File: config.mk
export PLATFORM = sky130hd
export DESIGN_NAME = squash_sequencer
export DESIGN_NICKNAME = d
export VERILOG_FILES = /design/src/rtl/squash_seq_pkg.sv /design/src/rtl/squash_seq_age_cmp.sv /design/src/rtl/squash_sequencer.sv
export SDC_FILE = /design/constraint.sdc
export NUM_CORES = 1
export LEC_CHECK = 0
export BUFFER_PORTS_ARGS = -buffer_cell sky130_fd_sc_hd__buf_2
export CORE_ASPECT_RATIO = 0.7
export CORE_MARGIN = 5
export CORE_UTILIZATION = 50
export CTS_BUF_LIST = sky130_fd_sc_hd__clkbuf_8
export DETAILED_ROUTE_END_ITERATION = 16
export GPL_ROUTABILITY_DRIVEN = 0
export PLACE_DENSITY = 0.93
export SYNTH_ARGS = -nofsm -noshare
export SYNTH_HDL_FRONTEND = slang
export SYNTH_SLANG_ARGS = --single-unit
File: constraint.sdc
create_clock -name clk -period 4.65 [get_ports clk]
set_input_delay 0.2325 -clock clk [delete_from_list [all_inputs] [get_ports clk]]
set_output_delay 0.2325 -clock clk [all_outputs]
set_load 0.01 [all_outputs]
File: src/rtl/squash_seq_pkg.sv
// Shared types and helpers for the squash sequencer.
// Combinational helpers only; no state lives here.
// No flow control; pure functions and type definitions.
package squash_seq_pkg;

  // Redirect handshake state: nothing pending, or a redirect waiting for fetch.
  typedef enum logic {
    IDLE = 1'b0,
    PEND = 1'b1
  } seq_state_e;

  // True when a is strictly older than b, judged by distance from the commit head.
  // Operands arrive zero-extended to 32 bits; n is the live width (must be < 32).
  function automatic logic age_older(input logic [31:0] a,
                                     input logic [31:0] b,
                                     input logic [31:0] head,
                                     input int unsigned n);
    logic [31:0] mask;
    logic [31:0] off_a;
    logic [31:0] off_b;
    mask  = (32'h1 << n) - 32'h1;
    off_a = (a - head) & mask;
    off_b = (b - head) & mask;
    return off_a < off_b;
  endfunction

  // One ASCII hex digit for a nibble.
  function automatic logic [7:0] hex_char(input logic [3:0] nib);
    return (nib < 4'd10) ? (8'h30 + {4'h0, nib}) : (8'h57 + {4'h0, nib});
  endfunction

  // Trace text "ss:tttttttt" while a broadcast pulses, otherwise blanks.
  function automatic logic [8*11-1:0] linetrace(input logic        vld,
                                                input logic [7:0]  seq,
                                                input logic [31:0] tgt);
    logic [8*11-1:0] txt;
    txt = {11{8'h20}};
    if (vld) begin
      txt = {hex_char(seq[7:4]), hex_char(seq[3:0]), 8'h3a,
             hex_char(tgt[31:28]), hex_char(tgt[27:24]),
             hex_char(tgt[23:20]), hex_char(tgt[19:16]),
             hex_char(tgt[15:12]), hex_char(tgt[11:8]),
             hex_char(tgt[7:4]),   hex_char(tgt[3:0])};
    end
    return txt;
  endfunction

endpackage

File: src/rtl/squash_seq_age_cmp.sv
// Head-relative age compare between two sequence numbers.
// Purely combinational, zero cycles.
// No flow control.
module squash_seq_age_cmp
  import squash_seq_pkg::*;
#(
  parameter int unsigned p_seq_num_bits = 5
) (
  input  logic [p_seq_num_bits-1:0] a,
  input  logic [p_seq_num_bits-1:0] b,
  input  logic [p_seq_num_bits-1:0] head,
  output logic                      older
);

  // Offsets from head decide age so the compare survives sequence-number wrap.
  always_comb begin
    older = age_older(32'(a), 32'(b), 32'(head), p_seq_num_bits);
  end

endmodule

File: src/rtl/squash_sequencer.sv
// Registers the winning squash, filters stale ones, broadcasts the kill and holds the fetch redirect.
// One cycle from sq_val to bcast_val/redir_val; no combinational input-to-output paths.
// Never stalls sq_*; the redirect waits on redir_rdy and is overwritten only by an older squash.
module squash_sequencer
  import squash_seq_pkg::*;
#(
  parameter int unsigned p_seq_num_bits = 5
) (
  input  logic                      clk,
  input  logic                      rst,
  input  logic [p_seq_num_bits-1:0] sq_seq_num,
  input  logic [31:0]               sq_target,
  input  logic                      sq_val,
  input  logic                      commit_val,
  output logic [p_seq_num_bits-1:0] bcast_seq_num,
  output logic [31:0]               bcast_target,
  output logic                      bcast_val,
  output logic [31:0]               redir_target,
  output logic                      redir_val,
  input  logic                      redir_rdy,
  output logic [p_seq_num_bits-1:0] head_seq_num
);

  logic [p_seq_num_bits-1:0] head;
  logic                      last_vld;
  logic [p_seq_num_bits-1:0] last_seq;
  logic                      sq_older;
  logic                      accept;
  seq_state_e                state;
  seq_state_e                state_nxt;

  squash_seq_age_cmp #(
    .p_seq_num_bits(p_seq_num_bits)
  ) u_age_cmp (
    .a    (sq_seq_num),
    .b    (last_seq),
    .head (head),
    .older(sq_older)
  );

  // A squash is taken when nothing is outstanding or it kills more than the last one did.
  always_comb begin
    accept = sq_val && (!last_vld || sq_older);
  end

  // Commit head advances one per in-order commit, wrapping naturally.
  always_ff @(posedge clk) begin
    if (rst) begin
      head <= '0;
    end else if (commit_val) begin
      head <= head + 1'b1;
    end
  end

  // Track the newest accepted squash; it retires once the squashing instruction commits.
  always_ff @(posedge clk) begin
    if (rst) begin
      last_vld <= 1'b0;
      last_seq <= '0;
    end else if (accept) begin
      last_vld <= 1'b1;
      last_seq <= sq_seq_num;
    end else if (commit_val && last_vld && (head == last_seq)) begin
      last_vld <= 1'b0;
    end
  end

  // Broadcast pulses for exactly one cycle per accept; payload holds between pulses.
  always_ff @(posedge clk) begin
    if (rst) begin
      bcast_val     <= 1'b0;
      bcast_seq_num <= '0;
      bcast_target  <= '0;
    end else begin
      bcast_val <= accept;
      if (accept) begin
        bcast_seq_num <= sq_seq_num;
        bcast_target  <= sq_target;
      end
    end
  end

  // Redirect target changes only on an accept, so it is stable while fetch is deciding.
  always_ff @(posedge clk) begin
    if (rst) begin
      redir_target <= '0;
    end else if (accept) begin
      redir_target <= sq_target;
    end
  end

  // FSM state register.
  always_ff @(posedge clk) begin
    if (rst) begin
      state <= IDLE;
    end else begin
      state <= state_nxt;
    end
  end

  // Next state: an accept always leaves a redirect pending, even if fetch took the old one.
  always_comb begin
    state_nxt = state;
    case (state)
      IDLE: if (accept) state_nxt = PEND;
      PEND: begin
        if (accept) begin
          state_nxt = PEND;
        end else if (redir_rdy) begin
          state_nxt = IDLE;
        end
      end
      default: state_nxt = IDLE;
    endcase
  end

  // FSM outputs: redirect valid purely from state, so no input reaches it combinationally.
  always_comb begin
    redir_val = (state == PEND);
  end

  // Debug view of the commit head.
  always_comb begin
    head_seq_num = head;
  end

endmodule
# Word level (Yosys, flattened, before mapping)

Index checks and enable logic that the tools add are counted.

Add/sub/neg operators: 3
Magnitude comparators: 1
Eq/ne operators: 1
Muxes and demuxes: 6
Bitwise gates (word level): 1
Reductions and logical operators: 6

Operators with widths:

| kind                                         | count |
|---|---|
| subtractor 5 bit                             | 2 |
| adder 5 x 1 -> 5 bit (second input constant) | 1 |
| equality test 5 bit                          | 1 |
| < comparator 5 bit                           | 1 |
| two-way mux 1 bit                            | 5 |
| logical AND 1 bit                            | 3 |
| case mux 1 bit (2 select lines)              | 1 |
| nonzero test 2 bit                           | 1 |
| logical NOT 1 bit                            | 1 |
| logical OR 1 bit                             | 1 |
| NOT 1 bit                                    | 1 |

Bits in registers: 45
Bits of input ports: 42
Output and inout port bits: 76
Logic and storage cells: 24

# Logic depth before layout (Yosys ltp)

Depth after elaboration: 6
Mapped depth: 14
Depth with buffers taken out: 12

# Hierarchy

A second synthesis with hierarchy kept.

Cell total of the unflattened synthesis: 283
Area total of the unflattened synthesis: 2,511.2 um^2

Modules (own cells, without submodules):

| module             | instances | cells an instance | area each (um^2) | sequential area each (um^2) |
|---|---|---|---|---|
| squash_sequencer   | 1         | 237               | 2,127.0          | 900.9 |
| squash_seq_age_cmp | 1         | 46                | 384.1            | 0.0 |

# Worst setup path before layout

No wires, ideal clock.

Kind: reg-to-reg
From: register head[0] (netlist: head_seq_num[0])
To: register redir_target[10]
Data arrival time: 2.764 ns
Setup slack: 1.815 ns
Cell stages (with the launch flop): 14
Buffers on the path: 2
Path through: dfxtp_1 ha_1 inv_1 fa_1 a21o_1 a21oi_1 xnor2_1 ha_1 a21o_2 a21boi_2 o21a_1 buf_6 buf_12 mux2i_1

Word-level cells in the longest chain between the ends: 4
Elaborated cells between the ends (all ways): 5

RTL lines:

| what                                       | line                                       | source |
|---|---|---|
| start, declared                            | squash_sequencer.sv:24                     | `logic [p_seq_num_bits-1:0] head;` |
| start signal, assigned                     | squash_sequencer.sv:51                     | `head <= head + 1'b1;` |
| subtractor 5 bit, on equally long branches | squash_seq_pkg.sv:22, squash_seq_pkg.sv:23 |  |
| < comparator 5 bit *                       | squash_seq_pkg.sv:24                       | `return off_a < off_b;` |
| logical OR 1 bit *                         | squash_sequencer.sv:43                     | `accept = sq_val && (!last_vld \|\| sq_older);` |
| logical AND 1 bit *                        | squash_sequencer.sv:43                     |  |
| end signal, assigned                       | squash_sequencer.sv:88                     | `redir_target <= sq_target;` |
| end, declared                              | squash_sequencer.sv:18                     | `output logic [31:0] redir_target,` |

Every way passes the cells marked *; elsewhere a longest branch is shown, timed or not.
A chain may end at the register's enable or synchronous reset.

# Final worst setup path

From: register head[0] (netlist: head_seq_num[0])
To: register redir_target[30]

The elaborated chain is that of the path after synthesis.

==> results.cfg <==
[critical_path]
r2r_slack_ns = 1.09
cp-end-kind = register
r2r_end = redir_target[30]$_SDFFE_PP0P_
crit_path_top_delay_cell = o21a_2
critical_path.startpoint = head_seq_num[0]$_SDFFE_PP0P_
timing.rr.start = head_seq_num[0]$_SDFFE_PP0P_
cp.required_ns = 4.87
path_cells = ha_1, inv_1, fa_1, a21o_1, a21oi_1, xnor2_1, ha_1, a21o_2, a21boi_2, o21a_2, buf_4, mux2i_1
slowest_delay_ns = 0.53
reg2regPathDepth = 12
cp_common_cell = ha_1
path_max_fanout = 19
crit_type = reg -> reg
critPathLaunchType = register
crit_end = redir_target[30]$_SDFFE_PP0P_
cp.arrival_ns = 3.78

[die]
die_area_mm2 = 0.00636
core_mm2 = 0.00473
die_h_um = 68.3
ios = 118
row_count = 21
start_util_pct = 51.3
die_w_um = 93.2

[pwr]
vdd_drop_max_uv = 211
switching_share_pct = 30.9
p_int_mw = 0.763
p_sw_mw = 0.341
p_comb_share_pct = 31.0
powerDensity_mw_per_mm2 = 386
p_leak_nw = 1.55
seq_power_share_pct = 42.1
clock_power_share_pct = 26.9

[routing]
route.met3.wl_um = 450
vias = 1921
wl_met2_um = 2380
highest_layer = met4
wl_um = 5130
dr.pass1.iters = 4
drt-met1-wl_um = 2250
vias_per_cell = 4.73
drc = 0
routedWlPerCell_um = 12.6
postRouteAntennaNets = 0
drtIter0Drc = 40

[yosys]
synth-seq-cells = 45
synth_most_common_cell = nand2_1
synth_top_area_share_pct = 37.2
synth_edf_count = 0
syn-instance-count = 268
synth-seq-area-share_pct = 37.2
syn-num-nets = 325
synthArstFlopShare_pct = 0
yosysTopAreaCell = dfxtp_1
synth.area.top_cells = dfxtp_1 37%, mux2i_1 15%, nand2_1 11%, buf_4 9.9%, ha_1 6.7%
syn_area_mm2 = 0.00242
ys.flop_type = dfxtp_1
synth_cell_types = 27
ys_top_cells_by_count = 74 x nand2_1, 45 x dfxtp_1, 37 x mux2i_1, 32 x buf_4, 13 x ha_1
yosys_warnings = 0
avgSynthCellArea_um2 = 9.05

[clocking]
cts-root-buf = clkbuf_8
cts_tree = done
path_clk_slew_ns = 0.08
cts_buffers = 5
postCtsHoldBufs = 0
clock_sinks = 45
post-cts-setup-buffers = 0
cts_resized = 0
clk_path_buf_depth = 2
cts.htree.levels = 2
clk_latency_ns = 0.29

[flow_run]
max-cap-violations = 0

[timing]
post-route-min-period_ns = 3.56
relSlewSlack_pct = 29.4
rsz0062_at_grt = false
max_freq_mhz = 281
fin_crit_sh_pct = 76.6
setup_viol = 0
slew_viol_final = 0
hold_viol_final = 0
worst_pin_slew_ns = 1.06
finClkSkew_ns = 0.00515
fin_setup_tns_ns = 0

[global_routing]
antenna_found_initial = 0
grt_max_degree = 74
track_usage_pct = 16.3
grt_pass1_vias = 1776
grt-ovfl-total = 0
grt_first_pass_wirelength_um = 8220

[placement]
placed_cell_area_mm2 = 0.00274
place_hpwl_um = 4060
io_buffers = 117

[run_status]
status = finished clean

[min_path]
hold_depth = 3
hold_class = in -> reg

[finish]
n_antenna_cell = 0
area_growth_pct = 18.0
final_util_pct = 60.5
nets = 405
drive_gt1_share_pct = 37.0
final_area_mm2 = 0.00286
==> cell type report <==
type | count | area (µm²)
Sequential cell | 45 | 901
Timing Repair Buffer | 118 | 593
Clock inverter | 2 | 33.8
Fill cell | 410 | 1870
Multi-Input combinational cell | 169 | 1140
Clock buffer | 6 | 82.6
Tap cell | 57 | 71.3
Inverter | 9 | 33.8
==> worst min path at each step <==
stage,endpoint,slack (ns),start
3_5_place_dp,redir_target[4]$_SDFFE_PP0P_,0.46,redir_target[4]$_SDFFE_PP0P_
6_report,redir_target[1]$_SDFFE_PP0P_,0.18,sq_target[1]
2_1_floorplan,redir_target[0]$_SDFFE_PP0P_,0.37,sq_target[0]
5_1_grt,redir_target[22]$_SDFFE_PP0P_,0.17,sq_target[22]
3_3_place_gp,redir_target[27]$_SDFFE_PP0P_,0.45,redir_target[27]$_SDFFE_PP0P_
4_1_cts,redir_target[27]$_SDFFE_PP0P_,0.17,sq_target[27]
==> cell usage in the layout, fill, tap and decap left out <==
| cell type | instances |
|---|---|
| ha_1 | 13 |
| o2111ai_1 | 1 |
| o31ai_1 | 2 |
| fa_1 | 2 |
| o21ai_0 | 1 |
| bufinv_16 | 1 |
| a31oi_1 | 1 |
| nand3_1 | 2 |
| clkbuf_8 | 6 |
| a21boi_2 | 1 |
| inv_2 | 1 |
| buf_2 | 117 |
| o21a_2 | 1 |
| inv_1 | 9 |
| a21oi_1 | 6 |
| mux2i_1 | 37 |
| a21o_1 | 5 |
| nand2_1 | 74 |
| xor2_1 | 4 |
| a21o_2 | 1 |
| xnor2_1 | 8 |
| dfxtp_1 | 45 |
| nor2_1 | 6 |
| buf_4 | 1 |
| nand4_1 | 2 |
| nand2b_1 | 2 |
==> sequential cells by signal, summed over array words and instances (netlist names) <==
| name | count |
|---|---|
| redir_target | 32 |
| head_seq_num | 5 |
| bcast_seq_num | 5 |
| bcast_val | 1 |
| last_vld | 1 |
| redir_val | 1 |
==> worst max-delay path: cells and delay by family, from the launching register on <==
kind,cells,cell delay (ns)
DFF,1,0.47
xor gates and xnor gates,1,0.10
AOI/OAI and AO/OA,5,1.28
adders and majority gates,3,0.91
muxes,1,0.23
buffers and inverters,2,0.48
==> power by group through the flow <==
stage	Sequential, mW	Combinational [mW]	Clock, mW
floorplan	0.492	0.267	0
global placement	0.472	0.337	0
CTS	0.466	0.348	0.307
finish	0.465	0.342	0.297
detailed placement	0.474	0.347	0
global route	0.473	0.379	0.330
==> metrics by stage <==
stage | hold WS (ns) | cells | setup slack (ns) | power, mW
3_3_place_gp | 0.448 | 398 | 1.25 | 0.808
3_5_place_dp | 0.461 | 398 | 1.08 | 0.821
4_1_cts | 0.169 | 406 | 1.08 | 1.12
2_1_floorplan | 0.375 | 268 | 1.81 | 0.759
6_report | 0.182 | 406 | 1.09 | 1.10
5_1_grt | 0.166 | 406 | 0.877 | 1.18
==> cell families after synthesis <==
group / synth area share (%)
compound gates: 5.37
xor+xnor: 4.33
fa+ha+maj: 8.36
buf+inv: 15.7
flops: 37.2
mux: 15.3
simple gates: 13.8
==> layer usage <==
| metal | up-vias | GRT usage, % |
|---|---|---|
| met1 | 844 | 20.0 |
| met4 | 0 | 4.94 |
| met2 | 73 | 27.4 |
| met3 | 6 | 5.27 |
| met5 | - | 0 |
| li1 | 998 | - |
Power figures use the tool's default switching activity.
